[config.mk]
export PLATFORM = sky130hd
export DESIGN_NAME = astro_game_engine
export DESIGN_NICKNAME = d
export VERILOG_FILES = /design/src/rtl/astro_pkg.sv /design/src/rtl/astro_target.sv /design/src/rtl/astro_game_engine.sv
export SDC_FILE = /design/constraint.sdc
export NUM_CORES = 1
export LEC_CHECK = 0
export BUFFER_PORTS_ARGS = -buffer_cell sky130_fd_sc_hd__buf_2
export CAP_MARGIN = 20
export CORE_ASPECT_RATIO = 1.1
export CORE_MARGIN = 3
export CORE_UTILIZATION = 40
export CTS_BUF_LIST = sky130_fd_sc_hd__clkbuf_2
export DETAILED_ROUTE_END_ITERATION = 8
export GPL_TIMING_DRIVEN = 0
export PLACE_DENSITY = 0.68
export SLEW_MARGIN = 25
export SYNTH_ARGS = -nofsm -noshare
export SYNTH_HDL_FRONTEND = slang
export SYNTH_SLANG_ARGS = --single-unit
[constraint.sdc]
create_clock -name clk -period 4.08 [get_ports clk]
set_input_delay 0.408 -clock clk [delete_from_list [all_inputs] [get_ports clk]]
set_output_delay 0.408 -clock clk [all_outputs]
set_load 0.01 [all_outputs]
[src/rtl/astro_pkg.sv]
// Shared state encoding, screen constants and the hitbox helper for the astro game engine.
package astro_pkg;

  localparam int unsigned XW          = 10;
  localparam int unsigned XW1         = XW + 1;
  localparam int unsigned SCORE_W     = 8;
  localparam int unsigned BUDGET_W    = 4;

  localparam int unsigned SHOT_Y0     = 430;
  localparam int unsigned SHIP_XMIN   = 30;
  localparam int unsigned SHIP_XMAX   = 610;
  localparam int unsigned SHIP_X0     = 400;
  localparam int unsigned SHOT_BUDGET = 8;

  typedef enum logic [1:0] {
    ST_IDLE = 2'd0,
    ST_PLAY = 2'd1,
    ST_DONE = 2'd2
  } state_e;

  // |a - b| <= half, evaluated one bit wider and signed so it never wraps.
  function automatic logic near(input logic [XW-1:0] a, input logic [XW-1:0] b,
                                input logic [XW-1:0] half);
    logic signed [XW:0] d;
    d = $signed({1'b0, a}) - $signed({1'b0, b});
    return (d <= $signed({1'b0, half})) && (d >= -$signed({1'b0, half}));
  endfunction

endpackage

[src/rtl/astro_target.sv]
// One bouncing target: x position, travel direction, alive flag and round reload.
module astro_target
  import astro_pkg::*;
#(
  parameter int unsigned XMIN        = 202,
  parameter int unsigned XMAX        = 398,
  parameter int unsigned STEP        = 2,
  parameter bit          START_RIGHT = 1'b1
) (
  input  logic          clk,
  input  logic          reset,
  input  logic          tick_i,
  input  logic          reload_i,
  input  logic          move_i,
  input  logic          kill_i,
  output logic [XW-1:0] x_o,
  output logic          alive_o
);

  localparam logic [XW-1:0] X_START = START_RIGHT ? XW'(XMIN) : XW'(XMAX);

  logic [XW-1:0] x_q, x_d, x_step;
  logic          right_q, right_d;
  logic          alive_q, alive_d;

  assign x_step = right_q ? (x_q + XW'(STEP)) : (x_q - XW'(STEP));

  // A killed target freezes on the very tick it is hit.
  always_comb begin
    x_d     = x_q;
    right_d = right_q;
    alive_d = alive_q;
    if (reload_i) begin
      x_d     = X_START;
      right_d = START_RIGHT;
      alive_d = 1'b1;
    end else if (kill_i) begin
      alive_d = 1'b0;
    end else if (move_i && alive_q) begin
      x_d = x_step;
      if ((x_step == XW'(XMIN)) || (x_step == XW'(XMAX))) right_d = ~right_q;
    end
  end

  always_ff @(posedge clk) begin
    if (reset) begin
      x_q     <= X_START;
      right_q <= START_RIGHT;
      alive_q <= 1'b1;
    end else if (tick_i) begin
      x_q     <= x_d;
      right_q <= right_d;
      alive_q <= alive_d;
    end
  end

  assign x_o     = x_q;
  assign alive_o = alive_q;

endmodule

[src/rtl/astro_game_engine.sv]
// Astro shooter round engine: ship, single shot, NUM_TGT targets, score and round FSM.
// Optional ASTRO_SHOT_BUDGET_EN limits each round to a fixed number of launches.
module astro_game_engine
  import astro_pkg::*;
#(
  parameter int unsigned NUM_TGT   = 4,
  parameter int unsigned SHIP_STEP = 2,
  parameter int unsigned TGT_STEP  = 2,
  parameter int unsigned SHOT_STEP = 10,
  parameter int unsigned HALF      = 10,
  parameter int unsigned TGT_XMIN  = 202,
  parameter int unsigned TGT_XMAX  = 398,
  parameter int unsigned TGT_Y0    = 100,
  parameter int unsigned TGT_DY    = 60
) (
  input  logic                  clk,
  input  logic                  reset,
  input  logic                  tick,
  input  logic                  start,
  input  logic                  btn_left,
  input  logic                  btn_right,
  input  logic                  btn_fire,
  output logic [1:0]            state,
  output logic [XW-1:0]         ship_x,
  output logic                  shot_active,
  output logic [XW-1:0]         shot_x,
  output logic [XW-1:0]         shot_y,
  output logic [XW*NUM_TGT-1:0] tgt_x,
  output logic [NUM_TGT-1:0]    tgt_alive,
  output logic [SCORE_W-1:0]    score,
  output logic                  round_done
);

  state_e               state_q, state_d;
  logic [XW-1:0]        ship_q, ship_d, shot_x_q, shot_x_d, shot_y_q, shot_y_d;
  logic [XW1-1:0]       ship_up;
  logic                 shot_act_q, shot_act_d, done_q, done_d;
  logic [SCORE_W-1:0]   score_q, score_d;
  logic [NUM_TGT-1:0]   cand, kill, alive_left;
  logic                 play, reload, hit, launch, budget_ok, budget_out_c;

  assign play   = (state_q == ST_PLAY);
  assign reload = (state_q == ST_IDLE) && start;

  for (genvar i = 0; i < NUM_TGT; i++) begin : g_tgt
    localparam logic [XW-1:0] LANE = XW'(TGT_Y0 + i * TGT_DY);

    assign cand[i] = shot_act_q && tgt_alive[i] &&
                     near(shot_x_q, tgt_x[XW*i +: XW], XW'(HALF)) &&
                     near(shot_y_q, LANE, XW'(HALF));

    astro_target #(
      .XMIN       (TGT_XMIN),
      .XMAX       (TGT_XMAX),
      .STEP       (TGT_STEP),
      .START_RIGHT((i % 2) == 0)
    ) u_tgt (
      .clk     (clk),
      .reset   (reset),
      .tick_i  (tick),
      .reload_i(reload),
      .move_i  (play),
      .kill_i  (kill[i]),
      .x_o     (tgt_x[XW*i +: XW]),
      .alive_o (tgt_alive[i])
    );
  end

  // Lowest-index candidate wins: isolate the least significant set bit.
  assign kill       = cand & (~cand + NUM_TGT'(1)) & {NUM_TGT{play}};
  assign hit        = |kill;
  assign alive_left = tgt_alive & ~kill;
  assign launch     = play && !hit && !shot_act_q && btn_fire && !btn_left && !btn_right &&
                      budget_ok;
  assign ship_up    = {1'b0, ship_q} + XW1'(SHIP_STEP);

`ifdef ASTRO_SHOT_BUDGET_EN
  logic [BUDGET_W-1:0] budget_q, budget_d;

  always_comb begin
    budget_d = budget_q;
    if (reload)      budget_d = BUDGET_W'(SHOT_BUDGET);
    else if (launch) budget_d = budget_q - BUDGET_W'(1);
  end

  always_ff @(posedge clk) begin
    if (reset)     budget_q <= BUDGET_W'(SHOT_BUDGET);
    else if (tick) budget_q <= budget_d;
  end

  assign budget_ok    = (budget_q != '0);
  assign budget_out_c = (budget_d == '0);
`else
  assign budget_ok    = 1'b1;
  assign budget_out_c = 1'b0;
`endif

  always_comb begin
    state_d    = state_q;
    ship_d     = ship_q;
    shot_act_d = shot_act_q;
    shot_x_d   = shot_x_q;
    shot_y_d   = shot_y_q;
    score_d    = score_q;
    done_d     = 1'b0;
    case (state_q)
      ST_IDLE: begin
        if (start) begin
          state_d    = ST_PLAY;
          score_d    = '0;
          shot_act_d = 1'b0;
        end
      end
      ST_PLAY: begin
        if (btn_right && !btn_left)
          ship_d = (ship_up > XW1'(SHIP_XMAX)) ? XW'(SHIP_XMAX) : ship_up[XW-1:0];
        else if (btn_left && !btn_right)
          ship_d = (ship_q < XW'(SHIP_XMIN + SHIP_STEP)) ? XW'(SHIP_XMIN)
                                                          : (ship_q - XW'(SHIP_STEP));
        if (hit) begin
          shot_act_d = 1'b0;
          if (score_q != '1) score_d = score_q + SCORE_W'(1);
        end else if (shot_act_q) begin
          if (shot_y_q < XW'(SHOT_STEP)) shot_act_d = 1'b0;
          else                           shot_y_d   = shot_y_q - XW'(SHOT_STEP);
        end else if (launch) begin
          shot_act_d = 1'b1;
          shot_x_d   = ship_q;
          shot_y_d   = XW'(SHOT_Y0);
        end
        if ((alive_left == '0) || (budget_out_c && !shot_act_d)) begin
          state_d = ST_DONE;
          done_d  = 1'b1;
        end
      end
      ST_DONE: begin
        if (!start) state_d = ST_IDLE;
      end
      default: state_d = ST_IDLE;
    endcase
  end

  // round_done is a single-clock pulse, so it clears on every non-tick clock.
  always_ff @(posedge clk) begin
    if (reset) begin
      state_q    <= ST_IDLE;
      ship_q     <= XW'(SHIP_X0);
      shot_act_q <= 1'b0;
      shot_x_q   <= '0;
      shot_y_q   <= '0;
      score_q    <= '0;
      done_q     <= 1'b0;
    end else begin
      done_q <= tick && done_d;
      if (tick) begin
        state_q    <= state_d;
        ship_q     <= ship_d;
        shot_act_q <= shot_act_d;
        shot_x_q   <= shot_x_d;
        shot_y_q   <= shot_y_d;
        score_q    <= score_d;
      end
    end
  end

  assign state       = state_q;
  assign ship_x      = ship_q;
  assign shot_active = shot_act_q;
  assign shot_x      = shot_x_q;
  assign shot_y      = shot_y_q;
  assign score       = score_q;
  assign round_done  = done_q;

endmodule

# After elaboration in Yosys (flattened, before gate mapping)
# Cells that the tools add are included.
# W data, S select, Z words.
[word_totals]
register_bits = 90
word_cells = 231
out_inout_bits = 86
ramBits = 0
memories = 0
latch_bits = 0
rom_bits = 0
[classes]
n_bitwise = 11
n_addsub = 21
eq_ne = 21
magnitude_cmp = 19
n_mux = 63
div = 0
n_shift = 0
mul = 0
reduce_logical = 77
[ops]
columns = ["op", "count"]
rows = [
  ["$mux W10", 23],
  ["$ge A11 B5 Y1 const B", 8],
  ["$le A11 B5 Y1 const B", 8],
  ["$sub A10 B2 Y10 const B", 5],
  ["$sub A10 B10 Y11", 4],
  ["$add A10 B2 Y10 const B", 4],
  ["$eq A10 B8 Y1 const B", 4],
  ["$eq A10 B9 Y1 const B", 4],
  ["$logic_and A1 B1 Y1", 33],
  ["$mux W1", 31],
  ["$reduce_bool A2 Y1", 15],
  ["$mux W8", 3],
  ["$sub A10 B8 Y11 const B", 2],
  ["$reduce_and A4 Y1", 5],
  ["$reduce_and A3 Y1", 6],
  ["$pmux W8 S2", 1],
  ["$reduce_and A5 Y1", 3],
  ["$and A4 B4 Y4", 3],
  ["$ne A2 B2 Y1 const B", 6],
  ["$add A10 B2 Y11 const B", 1],
  ["$gt A11 B10 Y1 const B", 1],
  ["$sub A10 B7 Y11 const B", 1],
  ["$sub A10 B9 Y11 const B", 1],
  ["$lt A10 B4 Y1 const B", 1],
  ["19 further kinds", 39],
]

# Depth between registers and ports, before layout
[depth]
word_depth = 20
mapped_depth = 14

# Cells and area by module
# A second synthesis with hierarchy kept.
[unflattened]
hier_cells = 1238
area_unflattened_um2 = 9354.0
[modules_own_cells]
columns = ["mod", "n_inst", "seq_area_each_um2", "cells_each", "area_each_um2"]
rows = [
  ["astro_game_engine", 1, 780.7, 786, 5610.4],
  ["astro_target (g_tgt[0].u_tgt ...)", 2, 220.2, 114, 940.9],
  ["astro_target (g_tgt[1].u_tgt ...)", 2, 220.2, 112, 930.9],
]

# Worst setup path before layout
# No wires, ideal clock.
[synth_path]
path_kind = "flip-flop to flip-flop"
start = "register shot_x_q[1], in the netlist shot_x[1]"
end = "register score_q[3], in the netlist score[3]"
required_ns = 4.006
stages_incl_launch_ff = 13
arrival_time_ns = 3.552
setup_slack_ns = 0.454
path_buffers = 0
path_cell_list = "dfxtp_1 -> inv_1 -> fa_1 -> nand2b_1 -> a21o_1 -> a21o_1 -> a211o_1 -> or4_1 -> o32a_1 -> nand3_2 -> o31ai_2 -> or4b_1 -> a31oi_1"
[synth_between]
elab_chain_len = 12
elab_cells_between_ends = 31
[synth_rtl]
columns = ["element", "line_no", "text"]
rows = [
  ["start, declared", "astro_game_engine.sv:35", "logic [XW-1:0] ship_q, ship_d, shot_x_q, shot_x_d, shot_y_q, shot_y_d;"],
  ["start signal, assigned", "astro_game_engine.sv:159", "shot_x_q <= shot_x_d;"],
  ["$sub A10 B10 Y11", "astro_pkg.sv:25", "d = $signed({1'b0, a}) - $signed({1'b0, b});"],
  ["$le A11 B5 Y1 or $ge A11 B5 Y1 (tied branches)", "astro_pkg.sv:26", "return (d <= $signed({1'b0, half})) && (d >= -$signed({1'b0, half}));"],
  ["$logic_and A1 B1 Y1", "astro_pkg.sv:26", ""],
  ["$logic_and A1 B1 Y1", "astro_game_engine.sv:48", "assign cand[i] = shot_act_q && tgt_alive[i] &&"],
  ["$logic_and A1 B1 Y1", "astro_game_engine.sv:49", "near(shot_x_q, tgt_x[XW*i +: XW], XW'(HALF)) &&"],
  ["$not A4 Y4", "astro_game_engine.sv:70", "assign kill = cand & (~cand + NUM_TGT'(1)) & {NUM_TGT{play}};"],
  ["$add A4 B1 Y4", "astro_game_engine.sv:70", ""],
  ["$and A4 B4 Y4 * (2 in a row)", "astro_game_engine.sv:70", ""],
  ["$reduce_or A4 Y1 *", "astro_game_engine.sv:71", "assign hit = |kill;"],
  ["$ne A2 B2 Y1 (no source line) *", "--", ""],
  ["$reduce_and A5 Y1 (no source line) *", "--", ""],
  ["end signal, assigned", "astro_game_engine.sv:161", "score_q <= score_d;"],
  ["end, declared", "astro_game_engine.sv:38", "logic [SCORE_W-1:0] score_q, score_d;"],
]
# Mark *: on every way between the ends. The rest lies on a longest branch, timed or not.
# A chain may end at the register's enable or synchronous reset.

# Worst setup path after layout
# Same ends and word-level chain as after synthesis.

==> metrics.txt <==
fin area about 9600 um2; Post-synth EDFFs 0; crit end category flop; Ports between 90 and 100; endpoints failing setup 0; WL per Instance ~17 um; clk buf depth 2; flop2flop setup slack 150 ps; Vias about 8,600; critical path type flop to flop; clock latency on the worst-skew pair approximately 630 ps; NumNets Final between 1,000 and 1,500; Commonest cells post-synth nand2_1 (116), nor2_1 (97), ha_1 (86), dfxtp_1 (83), inv_1 (80); unrepaired setup endpoints after global routing false; CTS tree built; vias per cell around 5.6; Core ar. just over 20,000 um2; endpoints failing hold 0; hold crit path type input pin to flop; Hold Path Depth 3; asr flop ratio synth 0; CP max FO 7; static leakage 4.20 nW; PortBufs 85; Num CTS Buffers 9; placement-stage cell area between 9000 and 10,000 um2; die height 159 um; sequential share of the synthesized area 0.195; Yosys top cell area share 0.195; Hold EP g_tgt[3].u_tgt.x_o[7]; Worst slew margin 0.399; period utilization 0.963; Die Wd ~150 um; Tmin final 3930 ps; run status finished, final reports clean; std cell rows 55; WL final about 25,000 um; Worst VDD drop approximately 0.00011 V; Fin Clk Skew 43.1 ps; Max Fclk ~250 MHz; pin count of the biggest net entering global routing 16; RR Startpoint shot_x[1]; Yosys reg bits between 80 and 90; top-count cell post-synth nand2_1; vias in the first global route just under 8,000; Final GP Congestion between 0.9 and 1; 1st-iter DRT viols just under 600; Synth warnings 0; Pwr Total approximately 2.0 mW; fraction of layout cells with a size suffix above 1 0.141; CTS sink count 83; die area approximately 23,000 um2; CTS root buf clkbuf_2; HPWL Detailed between 15,000 and 20,000 um; hold path startpoint tick; # DRC 0; H-tree depth 3; area grow syn2layout 12.0%; Slew Limit Fails 0; top post-synthesis cells by area dfxtp_1 (19%), ha_1 (13%), nand2_1 (5.1%); Avg Inst Size Synth approximately 7.6 um2; Synth Cell Area 8540 um2; first-pass GRT wire length a little over 40,000 um; GRT Total Usage 0.213; Routed Antenna Nets 0; cells after synthesis 1,129; initial antenna violation count 1; Starting Density 0.411; CTS clk-pin slew, worst paths around 290 ps; GRT overflow 0; worst reg-to-reg path cell count 13; post-synth cell types 86; Primary FF master, synth dfxtp_1; Least-Margin Pin Slew approximately 900 ps; Worst Path Arrival between 4000 and 5000 ps; post-layout util 0.460; Synth area leader dfxtp_1; CP Launch Type flop; worst r2r dst score[3]; worst endpoint required time roughly 4700 ps; max cap viols 0; Power Dens Cells roughly 210 nW/um2; First-pass DRT Iterations 5
## final cells by class
type	count	area, um2
repair buffers	88	460
clock buffers	9	45.0
well taps	285	357
multi-input cells	921	6400
diodes	1	2.50
flip-flops and latches	83	1670
inverters	81	308
plain buffers	53	260
clock inverters	7	52.6
fillers	2126	11200
## where the power goes
group	total, mW	switching [mW]	internal [mW]	leakage [nW]
registers	0.888	0.0448	0.843	0.675
logic	0.729	0.448	0.281	3.47
clock network	0.421	0.339	0.0829	0.0526
## through the flow
step / cells / hold WS, ps / worst slack, ps / TNS (ps)
floorplan: 1138 / 479 / 454 / 0
global placement: 1508 / 489 / -474 / -17080
finish: 1528 / 189 / 152 / 0
CTS: 1527 / 161 / 5.98 / 0
detailed placement: 1508 / 492 / -478 / -18780
global route: 1528 / 201 / 23.2 / 0
## metal layers
metal  global-route usage  up-vias  wire length (um)
li1                     -     4277                 -
met1                0.284     3962             11500
met2                0.350      285             11900
met3               0.0339       42              1500
met4               0.0747        0               619
met5                    0        -                 0
## what timing repair did
| item | 4_1_cts | 5_1_grt |
|---|---|---|
| cloned | 0 | 0 |
| hold buffers | 0 | 0 |
| gates resized for setup | 3 | 19 |
| endpoints found under the setup margin | 68 | 63 |
| setup buffers | 3 | 0 |
## registers in the layout, indices dropped and copies added (netlist names)
name	cells
round_done	1
shot_x	9
score	8
g_tgt.u_tgt.right_q	4
ship_x	9
shot_active	1
g_tgt.u_tgt.alive_o	4
g_tgt.u_tgt.x_o	36
shot_y	9
state	2
## placed cells by master, fill, tap and decap left out, types with 6 or more instances in the layout
master      n
conb_1     11
ha_1       86
buf_2      97
o21ai_0    59
a21o_1     26
fa_1        8
xnor2_1    30
a21oi_1    70
nand2b_1   20
a211oi_1   13
nor2b_1    17
and3_1      6
o21a_1     13
nand2_1   116
and2_1      9
clkbuf_1   27
o211ai_1    8
mux2i_1    38
or2_2      10
a31oi_1    17
buf_4      13
dfxtp_1    77
o31ai_1     7
nor2_1     96
or3_1      19
nor4_1     14
xor2_1     26
nand3_1    21
inv_1      79
o22ai_1     6
clkbuf_2   10
nand4_1     9
a311oi_1    9
or4_1       8
nor3_1     42
## worst max path at each step
| stage | from | end | slack (ps) | cells past startpoint |
|---|---|---|---|---|
| detailed placement | shot_x[1] | shot_y[4] | -480 | 13 |
| CTS | shot_y[3] | g_tgt[1].u_tgt.x_o[7] | 6 | 12 |
| floorplan | shot_x[1] | score[3] | 450 | 12 |
| finish | shot_x[1] | score[3] | 150 | 13 |
| global placement | shot_x[1] | shot_y[5] | -470 | 13 |
| global route | shot_x[1] | score[0] | 20 | 14 |
## kinds of logic (layout without fill, tap and decap cells)
group | count (synthesis) | after routing | synth area share
DFF | 83 | 83 | 0.195
and+or+nand+nor | 415 | 415 | 0.242
AOI/OAI and AO/OA | 301 | 301 | 0.240
muxes | 43 | 43 | 0.0511
buffers and inverters | 134 | 238 | 0.0658
other | 2 | 12 | 0.000880
adders and majority gates | 94 | 94 | 0.145
xor gates and xnor gates | 57 | 57 | 0.0607
## critical path: stages (launching register included)
cell and delay (ps):
dfxtp_4 430, clkinvlp_4 140, buf_12 170, fa_1 450, nand2b_1 180, a21o_1 210
a21o_1 190, a211o_1 310, or4_1 590, o32a_1 230, nand3_2 160, o31ai_4 110
or4b_1 530, a31oi_1 180
Note: power is estimated with default switching activity, not from simulation.
